--- src/rtl/unidade_busca.sv ---
// Instruction-fetch sequencer: owns the PC, drives the synchronous instruction memory and hands
// each fetched word to decode over a valid/ready handshake, with branch redirect and halt/resume.
module unidade_busca #(
  parameter int                     ADDR_WIDTH  = 8,
  parameter int                     INSTR_WIDTH = 8,
  parameter logic [ADDR_WIDTH-1:0]  RESET_PC    = ADDR_WIDTH'(8'h00),
  parameter logic [INSTR_WIDTH-1:0] HALT_OPCODE = INSTR_WIDTH'(8'hFF),
  parameter int                     MEM_LATENCY = 1
) (
  input  logic                   Clock,
  input  logic                   Reset_n,
  output logic [ADDR_WIDTH-1:0]  Endereco,
  output logic                   LeituraMem,
  input  logic [INSTR_WIDTH-1:0] InstrucaoMem,
  output logic [INSTR_WIDTH-1:0] Instrucao,
  output logic [ADDR_WIDTH-1:0]  PC_Instrucao,
  output logic                   Valido,
  input  logic                   Pronto,
  input  logic                   Desvio,
  input  logic [ADDR_WIDTH-1:0]  DestinoDesvio,
  input  logic                   Continuar,
  output logic                   Parado
);

  localparam int CNT_W = (MEM_LATENCY > 1) ? $clog2(MEM_LATENCY) : 1;

  typedef enum logic [2:0] {INICIO, REQ, ESPERA, EMITE, PARADO} estado_t;

  estado_t                estado, estado_n;
  logic [ADDR_WIDTH-1:0]  pc, pc_n;
  logic [CNT_W-1:0]       cnt, cnt_n;
  logic [INSTR_WIDTH-1:0] instr_n;
  logic [ADDR_WIDTH-1:0]  pc_instr_n;
  logic                   valido_n;

  // The PC register doubles as the memory address; it only moves when a new fetch is issued.
  assign Endereco = pc;

  // NOTE: every signal gets its hold value before the case so no path leaves one unassigned,
  // which would otherwise infer a latch.
  always_comb begin
    estado_n   = estado;
    pc_n       = pc;
    cnt_n      = cnt;
    instr_n    = Instrucao;
    pc_instr_n = PC_Instrucao;
    valido_n   = Valido;

    case (estado)
      INICIO: estado_n = REQ;
      REQ: begin
        estado_n = ESPERA;
        cnt_n    = CNT_W'(MEM_LATENCY - 1);
      end
      ESPERA: begin
        if (cnt != '0) begin
          cnt_n = cnt - 1'b1;
        end else begin
          instr_n    = InstrucaoMem;
          pc_instr_n = pc;
          valido_n   = 1'b1;
          estado_n   = EMITE;
        end
      end
      EMITE: begin
        if (Pronto) begin
          pc_n     = pc + 1'b1;
          valido_n = 1'b0;
          estado_n = (Instrucao == HALT_OPCODE) ? PARADO : REQ;
        end
      end
      PARADO:  if (Continuar) estado_n = REQ;
      default: estado_n = INICIO;
    endcase

    // A redirect overrides everything above: any word arriving this cycle is dropped, and an
    // accepted word (including HALT) still counts but the next fetch goes to the target.
    if (Desvio && estado != INICIO) begin
      pc_n       = DestinoDesvio;
      valido_n   = 1'b0;
      instr_n    = Instrucao;
      pc_instr_n = PC_Instrucao;
      estado_n   = REQ;
    end
  end

  // NOTE: sequential state uses non-blocking assignments so every register samples the
  // pre-edge values computed above, independent of statement order.
  always_ff @(posedge Clock or negedge Reset_n) begin
    if (!Reset_n) begin
      estado       <= INICIO;
      pc           <= RESET_PC;
      cnt          <= '0;
      Instrucao    <= '0;
      PC_Instrucao <= '0;
      Valido       <= 1'b0;
      LeituraMem   <= 1'b0;
      Parado       <= 1'b0;
    end else begin
      estado       <= estado_n;
      pc           <= pc_n;
      cnt          <= cnt_n;
      Instrucao    <= instr_n;
      PC_Instrucao <= pc_instr_n;
      Valido       <= valido_n;
      LeituraMem   <= (estado_n == REQ);
      Parado       <= (estado_n == PARADO);
    end
  end

endmodule

--- config.mk ---
export PLATFORM = sky130hd
export DESIGN_NAME = unidade_busca
export DESIGN_NICKNAME = d
export VERILOG_FILES = /design/src/rtl/unidade_busca.sv
export SDC_FILE = /design/constraint.sdc
export NUM_CORES = 1
export LEC_CHECK = 0
export CELL_PAD_IN_SITES_DETAIL_PLACEMENT = 0
export CELL_PAD_IN_SITES_GLOBAL_PLACEMENT = 2
export CORE_MARGIN = 10
export CORE_UTILIZATION = 38
export DETAILED_ROUTE_END_ITERATION = 7
export DONT_BUFFER_PORTS = 1
export MAX_ROUTING_LAYER = met4
export PLACE_DENSITY_LB_ADDON = 0.1
export SLEW_MARGIN = 10
export SYNTH_ARGS = -nofsm -noshare
export SYNTH_HDL_FRONTEND = slang
export SYNTH_SLANG_ARGS = --single-unit
--- constraint.sdc ---
create_clock -name Clock -period 1.7 [get_ports Clock]
set_input_delay 0.34 -clock Clock [delete_from_list [all_inputs] [get_ports Clock]]
set_output_delay 0.34 -clock Clock [all_outputs]
set_load 0.02 [all_outputs]
**Yosys cells after proc, flatten, opt, wreduce, memory -nomap -nowiden**

Cells that the tools add are included.

- $add $sub $neg: 2
- Equality and inequality tests: 9
- Mux-type cells: 15
- Bitwise gates (word level): 2
- Reduce and logical (&&, ||, !) cells: 10

Operator list:

| cell | number |
|---|---|
| two-way mux 8 bit | 3 |
| two-way mux 3 bit | 5 |
| one-hot mux 3 bit (5 select lines) | 1 |
| adder 8 x 1 -> 8 bit, second input constant | 1 |
| equality test 8 bit, second input constant | 1 |
| equality test 3 x 1 -> 1 bit, second input constant | 2 |
| equality test 3 x 2 -> 1 bit, second input constant | 2 |
| equality test 3 bit, second input constant | 2 |
| != test 3 bit, second input constant | 2 |
| AND reduction 3 bit | 2 |
| nonzero test 2 bit | 3 |
| nonzero test 3 bit | 2 |
| two-way mux 1 bit | 4 |
| one-hot mux 1 bit (2 select lines) | 2 |
| logical NOT 3 bit | 1 |
| NOT 1 bit | 2 |
| AND reduction 2 bit | 1 |
| logical AND 1 bit | 1 |
| subtractor 1 bit, second input constant | 1 |

- Bits in registers: 31
- Output and inout port bits: 27
- Logic and storage cells: 46

**Depth between registers and ports, before layout**

- Depth in word-level cells: 6
- Depth in mapped cells: 5
- Depth with buffers taken out: 4

**Worst setup path after synthesis**

No wires, ideal clock.

- Kind: register to register
- Start point: register estado[2]
- End point: register Instrucao[3]
- Library setup time: 125 ps
- Arrival time: 1438 ps
- Setup slack: 137 ps
- Stages on the path, launching flop included: 5
- Buffers on the path: 1
- Clock period less this slack: 1563 ps
- Cell sequence: dfrtp_1 > nand2b_1 > nor3_4 > buf_4 > mux2_2

- Longest elaborated chain between the ends: 4
- Elaborated cells between the ends (all ways): 5
- Classes of those cells: eq/ne: 1; bitwise: 1; reduce/logical: 3

RTL lines:

| element | RTL line | source |
|---|---|---|
| start: declaration | 29 | `estado_t estado, estado_n;` |
| start signal: assignment | 100 | `estado <= estado_n;` |
| nonzero test 3 bit | 78 | `if (Desvio && estado != INICIO) begin` |
| logical AND 1 bit | 78 |  |
| NOT 1 bit (no line) | n/a |  |
| AND reduction 3 bit (no line) (*) | n/a |  |
| end signal: assignment | 103 | `Instrucao <= instr_n;` |
| end: declaration | 15 | `output logic [INSTR_WIDTH-1:0] Instrucao,` |

Mark *: on every way between the ends. The rest lies on a longest branch, timed or not.
A chain may end at the register's enable or synchronous reset.

**Final worst setup path**

- Start point: register estado[2]
- End point: register PC_Instrucao[1]

- Longest elaborated chain between the ends: 4
- Elaborated cells between the ends (all ways): 5
- Classes of those cells: eq/ne: 1; bitwise: 1; reduce/logical: 3

RTL lines:

| element | RTL line | source |
|---|---|---|
| nonzero test 3 bit | 78 |  |
| logical AND 1 bit | 78 |  |
| NOT 1 bit (no line) | n/a |  |
| AND reduction 3 bit (no line) (*) | n/a |  |
| end signal: assignment | 104 | `PC_Instrucao <= pc_instr_n;` |
| end: declaration | 16 | `output logic [ADDR_WIDTH-1:0] PC_Instrucao,` |

Marks and branches as above.

==> summary.txt <==
GRT
  – Initial antenna violation count: 0
  – Vias in the first global route: 969
  – Global-route wire length before repair: 5.112 mm
  – Overflow after GRT: 0
  – GRT Util Overall: 10.97%
  – Largest net degree at the start of global routing: 31

STA
  – Setup tns final: 0 ns
  – Fin crit period: 1.573 ns
  – FMAX: 635.7 MHz
  – Unrepaired setup endpoints after global routing: false
  – Final Max Slew Viols: 0
  – Worst Skew: 0.009096 ns
  – Final period utilization: 92.54%
  – Slew HR: 69.82%
  – Hold Fails Final Rpt: 0
  – Setup-failing EPs final: 0
  – Worst-Margin Slew: 0.4471 ns

Synthesis
  – Synth Area in Compound Gates: 11.25%
  – Post-synthesis adder-cell area fraction: 0.9294%
  – Yosys top cell by area: dfrtp_1
  – Ys Warns: 0
  – Mapped Nets: 136
  – Post-Synth Simple-Gate Area: 14.50%
  – Synth cell types: 31
  – Synthesized area per cell: 11.81 um^2
  – XOR/XNOR share of the synthesized area: 0.6506%
  – Largest family of logic cells by synthesized area: simple AND/OR/NAND/NOR gates
  – Seq cells post-synth: 30
  – Synth area leaders: dfrtp_1 56%, mux2_2 13%, a31oi_1 2.3%
  – Post-synthesis instance total: 114
  – Main synth FF type: dfrtp_1
  – Most common cell in the netlist: dfrtp_1
  – Mux cell area share after synthesis: 14.13%
  – Synthesized cell area: 0.001346 mm^2
  – Area share of the largest cell type after synthesis: 55.76%
  – Synth cell count leaders: 30 x dfrtp_1, 16 x mux2_2, 8 x nor2_1
  – Post-synthesis async set-or-reset flop share: 100.0%
  – Register area share after synthesis: 55.76%
  – EDFF count, synth: 0

CTS
  – Hold Buf Count CTS: 2
  – Clock Sinks: 30
  – Worst-path clk slew: 0.10 ns
  – Post-CTS Repair Setup Buffers: 0
  – TritonCTS buffer count: 5
  – Clk_lat worst skew: 0.34 ns
  – CTS Root Cell: clkbuf_4
  – Clk buf depth: 2
  – H-Tree Level Count: 2
  – TritonCTS clock tree: yes
  – Post-CTS sizing: 0

Routing
  – Wire per inst: 17.66 um
  – DR vias/cell: 5.330
  – Post-route DRC: 0
  – Antenna Nets Post-Route: 0
  – DR vias: 954
  – Initial DRC Count: 57
  – Post-Route WL: 3.161 mm
  – Drt pass-1 iters: 4

Power
  – VDD IR-drop max: 612.2 uV
  – Clk pwr share: 24.6%
  – Int Pwr: 1474 uW
  – PwrDens: 1449 mW/mm^2
  – Sequential Power Share: 53.3%
  – Logic gate share of total power: 22.1%
  – Pwr Total: 2330 uW
  – Leak: 0.0006661 uW
  – Switching portion of total power: 36.74%
  – Psw: 856.2 uW

Floorplan
  – Die width: 79.52 um
  – Initial Util: 39.72%
  – Floorplan Core Area: 0.003390 mm^2
  – Ports: 48
  – Die Height: 79.52 um
  – Die footprint: 0.006323 mm^2
  – Num rows: 21

Final layout
  – Fin nets: 154
  – Synth-to-layout area growth: 19.42%
  – # diodes: 0
  – Layout cells sized above 1: 30.83%
  – Fillers: 300

Setup path
  – Startpoint types: flop
  – Worst path required time: 1.92 ns
  – Critical Path Sink Type: flop
  – Reg2Reg Depth: 5
  – Critical path arrival: 1.80 ns
  – Critical path class: reg -> reg
  – Critical Path Fanout Max: 17

Placement
  – Gpl congestion: 0.8559
  – Port bufs: 0
  – HPWL after DPL: 2.385 mm

Status
  – Status: complete, no violations

Worst hold path
  – WHS Path Cells: 1
  – Hold WC Path Type: in -> reg

Run
  – MaxCap Viol Count: 0
[cells by family after synthesis]
kind of cell | after synthesis
buffers and inverters | 8
XOR/XNOR | 1
flip-flops | 30
adder cells (fa/ha/maj) | 1
AO/OA/AOI/OAI | 23
multiplexers | 17
AND/OR/NAND/NOR | 34
[sequential cells by signal (all words and copies together) (netlist names)]
| signal | count |
|---|---|
| Endereco | 8 |
| Instrucao | 8 |
| PC_Instrucao | 8 |
| estado | 3 |
| LeituraMem | 1 |
| Parado | 1 |
| Valido | 1 |
[critical path, stage by stage (launching register included)]
cell and delay [ns]:
dfrtp_1 0.42, buf_4 0.16, nand2b_1 0.18, nor3_4 0.18, buf_12 0.18, mux2_2 0.34
[layout make-up]
class / count / area [um^2] / share of cell area [%]
Clock inverter: 3 / 45.04 / 2.802
Tap cell: 46 / 57.56 / 3.580
Sequential cell: 30 / 750.7 / 46.69
Inverter: 3 / 11.26 / 0.7004
Timing Repair Buffer: 16 / 147.6 / 9.183
Clock buffer: 5 / 37.54 / 2.335
Multi-Input combinational cell: 76 / 558.0 / 34.71
[path summary, 6_finish.rpt]
check	slack, ns	to	start
setup / recovery	0.13	PC_Instrucao[1]$_DFFE_PN0P_	estado[2]$_DFF_PN0_
hold / removal	0.05	Parado$_DFF_PN0_	Desvio
setup reg to reg	0.13	PC_Instrucao[1]$_DFFE_PN0P_	estado[2]$_DFF_PN0_
hold reg to reg	0.60	PC_Instrucao[4]$_DFFE_PN0P_	Endereco[4]$_DFFE_PN0P_
max in group asynchronous	1.09	Endereco[2]$_DFFE_PN0P_	Reset_n
min in group asynchronous	0.43	PC_Instrucao[6]$_DFFE_PN0P_	Reset_n
[power groups by stage]
stage | registers [uW] | clock network (uW) | logic [uW]
5_1_grt | 1280 | 627 | 572
3_5_place_dp | 1270 | 0 | 505
2_1_floorplan | 1300 | 0 | 264
3_3_place_gp | 1260 | 0 | 495
4_1_cts | 1250 | 600 | 527
6_report | 1240 | 574 | 515
[cells in the final DEF (no fill, tap or decap), drive strengths merged]
cell,n
a21o,1
a21oi,6
a31oi,5
and3,1
buf,15
bufinv,1
clkbuf,5
clkinvlp,2
dfrtp,30
dlygate4sd3,1
ha,1
inv,3
mux2,16
mux2i,1
nand2,4
nand2b,3
nand3,3
nand4,3
nand4b,1
nor2,8
nor2b,1
nor3,1
nor4,1
o21a,1
o21ai,3
o221ai,1
o22ai,1
o311ai,2
o31ai,3
or3,5
or4,3
xor2,1
[layer usage]
| layer | track usage [%] | wire length, um | vias to the layer above | share of wire [%] |
|---|---|---|---|---|
| li1 | - | - | 465 | - |
| met1 | 12.46 | 1320 | 451 | 42 |
| met2 | 15.37 | 1497 | 33 | 47 |
| met3 | 6.194 | 293 | 5 | 9.3 |
| met4 | 4.839 | 50 | 0 | 1.6 |
| met5 | - | 0 | - | 0 |
[through the flow]
stage	utilization [%]	area (um^2)	cells	hold WS [ns]	setup slack (ns)
after detailed placement	44.11	1495	169	0.04545	0.1514
after global placement	44.11	1495	169	0.04540	0.1549
final	47.43	1608	179	0.05301	0.1268
after CTS	47.43	1608	179	0.03460	0.1271
after floorplan	-	1346	114	0.04441	0.1375
after global routing	47.43	1608	179	0.03199	0.05692
Note: power is estimated with default switching activity, not from simulation.
==> RTL change 1 (same flow settings) <==
The 5 values of `estado_t` get a one-hot encoding in 5 bits.
--- a/src/rtl/unidade_busca.sv
+++ b/src/rtl/unidade_busca.sv
@@ -24,7 +24,7 @@
 
   localparam int CNT_W = (MEM_LATENCY > 1) ? $clog2(MEM_LATENCY) : 1;
 
-  typedef enum logic [2:0] {INICIO, REQ, ESPERA, EMITE, PARADO} estado_t;
+  typedef enum logic [4:0] {INICIO = 5'b00001, REQ = 5'b00010, ESPERA = 5'b00100, EMITE = 5'b01000, PARADO = 5'b10000} estado_t;
 
   estado_t                estado, estado_n;
   logic [ADDR_WIDTH-1:0]  pc, pc_n;
Formal check against the unedited RTL: no difference found for any inputs over 10 cycles, from zero or initial values and one cycle with Reset_n low; not proved beyond that.
==> RTL change 1 against the unedited design <==
  * Design area rose by 22%
  * Worst hold slack improved by 0.036 ns
  * Sequential share of layout area fell by 5.7 points
  * Synthesized cell count rose by 18%
  * Setup slack got worse by 0.14 ns
  * Critical path depth fell by 1
  * First-iteration DRC count fell by 33%
  * Wire length rose by 27%
  * The run now ends with negative setup slack left
  * Sequential cell count rose by 2
  * Area after synthesis rose by 19%
  * Critical path type unchanged
Power is not compared: it rests on default switching activity, and its combinational part moved more than twofold at a synthesized area within 25%.
==> RTL change 1: results (changes against the unedited design) <==
* result of the run: finished with violations
* failing checks: negative setup slack
* final setup violation count: 1, +1
* number of violations reported at the end of detailed-routing iteration 0: 38, -33%
* Routed met2 length: 1830 um, +22%
* r2r startpoint: estado[1]
* FF-to-FF End: PC_Instrucao[5]
* Commonest cells post-synth: dfrtp_1, a21oi_1, nor2_1
* source-to-sink clock delay at the later pin of the worst-skew pair: 0.29 ns, -0.05 ns
* worst setup slack after layout: -0.00870 ns, -0.136 ns
* Worst Reg2Reg Path Length in Cells: 4, -1
* multi-input combinational cell count: 93, +22%
* non-clock inverter instance count of the final layout: 1, -2
* worst hold slack across all endpoints: 0.0893 ns, +0.0363 ns
* global routing usage on met2: 16.5%, +1.2 points
* non-clock buffer area fraction after layout: 10.8%, +1.6 points
* worst slew margin relative to its limit: 74.1%, +4.3 points
* synthesized netlist net count: 157, +15%
* average detailed-routed wire length per instance: 19.3 um, +9.1%
* dominant cells by area after synthesis: dfrtp_1, mux2_4, mux2_2, a21oi_1, xnor2_1
* clk cell area share: 5.48%, +0.35 points
* synthesized area per cell: 11.8 um2, +0.14%
* kind of cell adding the most delay to the critical path: simple AND/OR/NAND/NOR gates
* clock buffers: 6, +1
* post-synthesis mux area share: 14.7%, +0.53 points
* met1 wire length: 1810 um, +37%
* sequential cell area share: 40.9%, -5.7 points
* final wirelength: 4010 um, +27%
* fraction of layout instances using a drive strength above 1: 38.6%, +7.8 points
* first-pass GRT wire length: 6570 um, +28%
* slowest stage delay, CP: 0.40 ns, -0.02 ns
* router iterations before antenna repair: 2, -2
RTL change 1: worst max-delay path by stage:
| stage | startpoint | to | slack, ns | cells past startpoint |
|---|---|---|---|---|
| final | estado[1] | PC_Instrucao[5] | -0.009 | 4 |
| after CTS | estado[1] | PC_Instrucao[5] | -0.009 | 4 |
| after global placement | estado[1] | PC_Instrucao[5] | 0.006 | 4 |
| after detailed placement | estado[1] | PC_Instrucao[5] | -0.03 | 4 |
| after floorplan | estado[1] | Instrucao[5] | -0.15 | 6 |
| after global routing | estado[1] | Endereco[3] | -0.04 | 5 |
RTL change 1: through the flow:
step	util [%]	TNS, ns	power (mW)	area (um2)
3_3_place_gp	44.4	0	2.61	1790
2_1_floorplan	-	-1.40	2.30	1640
4_1_cts	48.0	-0.00910	3.41	1930
3_5_place_dp	44.4	-0.130	2.66	1790
5_1_grt	48.7	-0.416	3.62	1960
6_report	48.7	-0.00870	3.41	1960
==> RTL change 2 (config.mk and constraints unchanged) <==
Without the edit above. `INSTR_WIDTH`: 8 -> 12.
--- a/src/rtl/unidade_busca.sv
+++ b/src/rtl/unidade_busca.sv
@@ -2,7 +2,7 @@
 // each fetched word to decode over a valid/ready handshake, with branch redirect and halt/resume.
 module unidade_busca #(
   parameter int                     ADDR_WIDTH  = 8,
-  parameter int                     INSTR_WIDTH = 8,
+  parameter int                     INSTR_WIDTH = 12,
   parameter logic [ADDR_WIDTH-1:0]  RESET_PC    = ADDR_WIDTH'(8'h00),
   parameter logic [INSTR_WIDTH-1:0] HALT_OPCODE = INSTR_WIDTH'(8'hFF),
   parameter int                     MEM_LATENCY = 1
Ports: changed (resized Instrucao and InstrucaoMem); port bits go from 48 to 56. The function was not compared with the original's and may differ.
==> RTL change 2 against the unedited design <==
  * Power increased by 12%
  * Count of clock-buffer cells in the layout up 2
  * Global-route usage down 0.53 points
  * Synthesized cell count grew 7.9%
  * Die area is 8.8% higher
  * Non-clock buffer count fell by 2
  * Sequential power grew 19%
  * Setup slack gained 0.017 ns
  * Area after synthesis increased by 12%
  * Clock skew fell by 0.0076 ns
  * Sequential cell count is 4 higher
  * Design area up 8.9%
  * Wire length grew 10%
  * Critical endpoint is now LeituraMem
  * Largest cell class unchanged
==> RTL change 2: results (changes against the unedited design) <==
* result of the run: completed
* minimum setup slack among reg-to-reg paths: 0.14 ns, +0.02 ns
* share of total power in the clock network: 22.6%, -2.0 points
* Via-to-Cell Ratio: 5.23, -1.8%
* post-layout utilization of the core: 46.8%, -0.68 points
* fmax: 642 MHz, +1.1%
* routability-driven placement congestion ratio: 0.814, -4.9%
* number of violations reported at the end of detailed-routing iteration 0: 74, +30%
* global routing usage on met2: 14.7%, -0.64 points
* yosys warns: 0, unchanged
* Clock Root Buffer: clkbuf_8
* synthesized area per cell: 12.2 um2, +3.7%
* max reg flops: 12
* dpl cells: 176, +4.1%
* vias in the first global route: 1075, +11%
* maximum vdd ir drop: 0.000760 V, +24%
* DP HPWL: 2630 um, +10%
* worst slew margin relative to its limit: 74.8%, +5.0 points
* source-to-sink clock delay at the later pin of the worst-skew pair: 0.28 ns, -0.06 ns
* path type of the worst min-delay path: in2reg
* start point of the worst hold path: Desvio
* final wirelength: 3480 um, +10%
* IO Port Bufs: 0, unchanged
* first-pass GRT wire length: 5690 um, +11%
* number of diodes: 0, unchanged
* fraction of layout instances using a drive strength above 1: 32.6%, +1.8 points
* average detailed-routed wire length per instance: 18.7 um, +6.0%
* complex-gate fraction of the synthesized area: 6.48%, -4.8 points
* Commonest cells post-synth: dfrtp_1, mux2_2, nor2_1
* post-synthesis mux area share: 15.0%, +0.82 points
* endpoint of the worst setup timing path: LeituraMem
* worst slack at placement: 0.147 ns, -0.00487 ns
* largest fanout on the critical path: 2, -15
* register area share after synthesis: 56.5%, +0.72 points
* Min-Delay Endpoint: Parado
* pwr dens: 1500 nW/um2, +3.3%
* post-synthesis share of cell area spent on full adders, half adders and majority gates: 0.831%, -0.099 points
* net count of the finished layout: 163, +5.8%
* Placed Instance Area: 1630 um2, +9.0%
* pin count of the biggest net entering global routing: 35, +13%
* router iterations before antenna repair: 4, unchanged
* met1 capacity usage during global routing: 11.4%, -1.0 points
* Total GRT Usage: 10.4%, -0.53 points
* number of buffers created by CTS: 5, unchanged
* fill cell count: 379, +26%
* synthesized-area fraction occupied by xor and xnor cells: 4.07%, +3.4 points
* Critical path origin: Instrucao[9]
* leak pwr: 0.730 nW, +9.6%
* number of cells upsized or downsized after cts: 0, unchanged
* clk slew on worst S/H paths: 0.06 ns, -0.04 ns
* Worst Reg2Reg Path Length in Cells: 4, -1
* worst hold slack across all endpoints: 0.119 ns, +0.0662 ns
* switching portion of total power: 36.6%, -0.10 points
* arrival time of data at the critical path endpoint: 1.71 ns, -0.09 ns
* global-route met3 utilization: 6.74%, +0.54 points
* synthesized netlist net count: 149, +9.6%
* Fin Clk Skew: 0.00147 ns, -0.00762 ns
* fraction of power consumed by sequential logic: 55.9%, +2.6 points
* dominant cells by area after synthesis: dfrtp_1, mux2_2, nor2_1, a21oi_1, xnor2_1
* register bank with the most flops: Instrucao
==> RTL change 2: cell type report <==
class	instances	share of cell area (%)
multi-input combinational	81	35.0
tap	48	3.43
clock buffer	7	4.93
timing repair buffer	14	7.58
clock inverter	1	0.286
inverter	1	0.214
sequential	34	48.6
==> RTL change 2: layer usage <==
metal,vias up,part of all wire (%)
met1,464,40
met5,-,0
li1,464,-
met4,0,1.5
met3,8,11
met2,37,47
==> RTL change 2: worst max-delay path: stages (launching register included) <==
cell and delay (ns):
dfrtp_1 0.38, or4_4 0.56, nor4_4 0.25, o21ai_1 0.11, nor2b_1 0.13
==> RTL change 2: logic make-up (layout without fill, tap and decap cells) <==
| family | count (synthesis) | count (layout) |
|---|---|---|
| AO/OA/AOI/OAI | 16 | 16 |
| AND/OR/NAND/NOR | 37 | 37 |
| XOR/XNOR | 7 | 7 |
| buffers and inverters | 8 | 23 |
| multiplexers | 20 | 20 |
| flip-flops | 34 | 34 |
| adder cells (fa/ha/maj) | 1 | 1 |
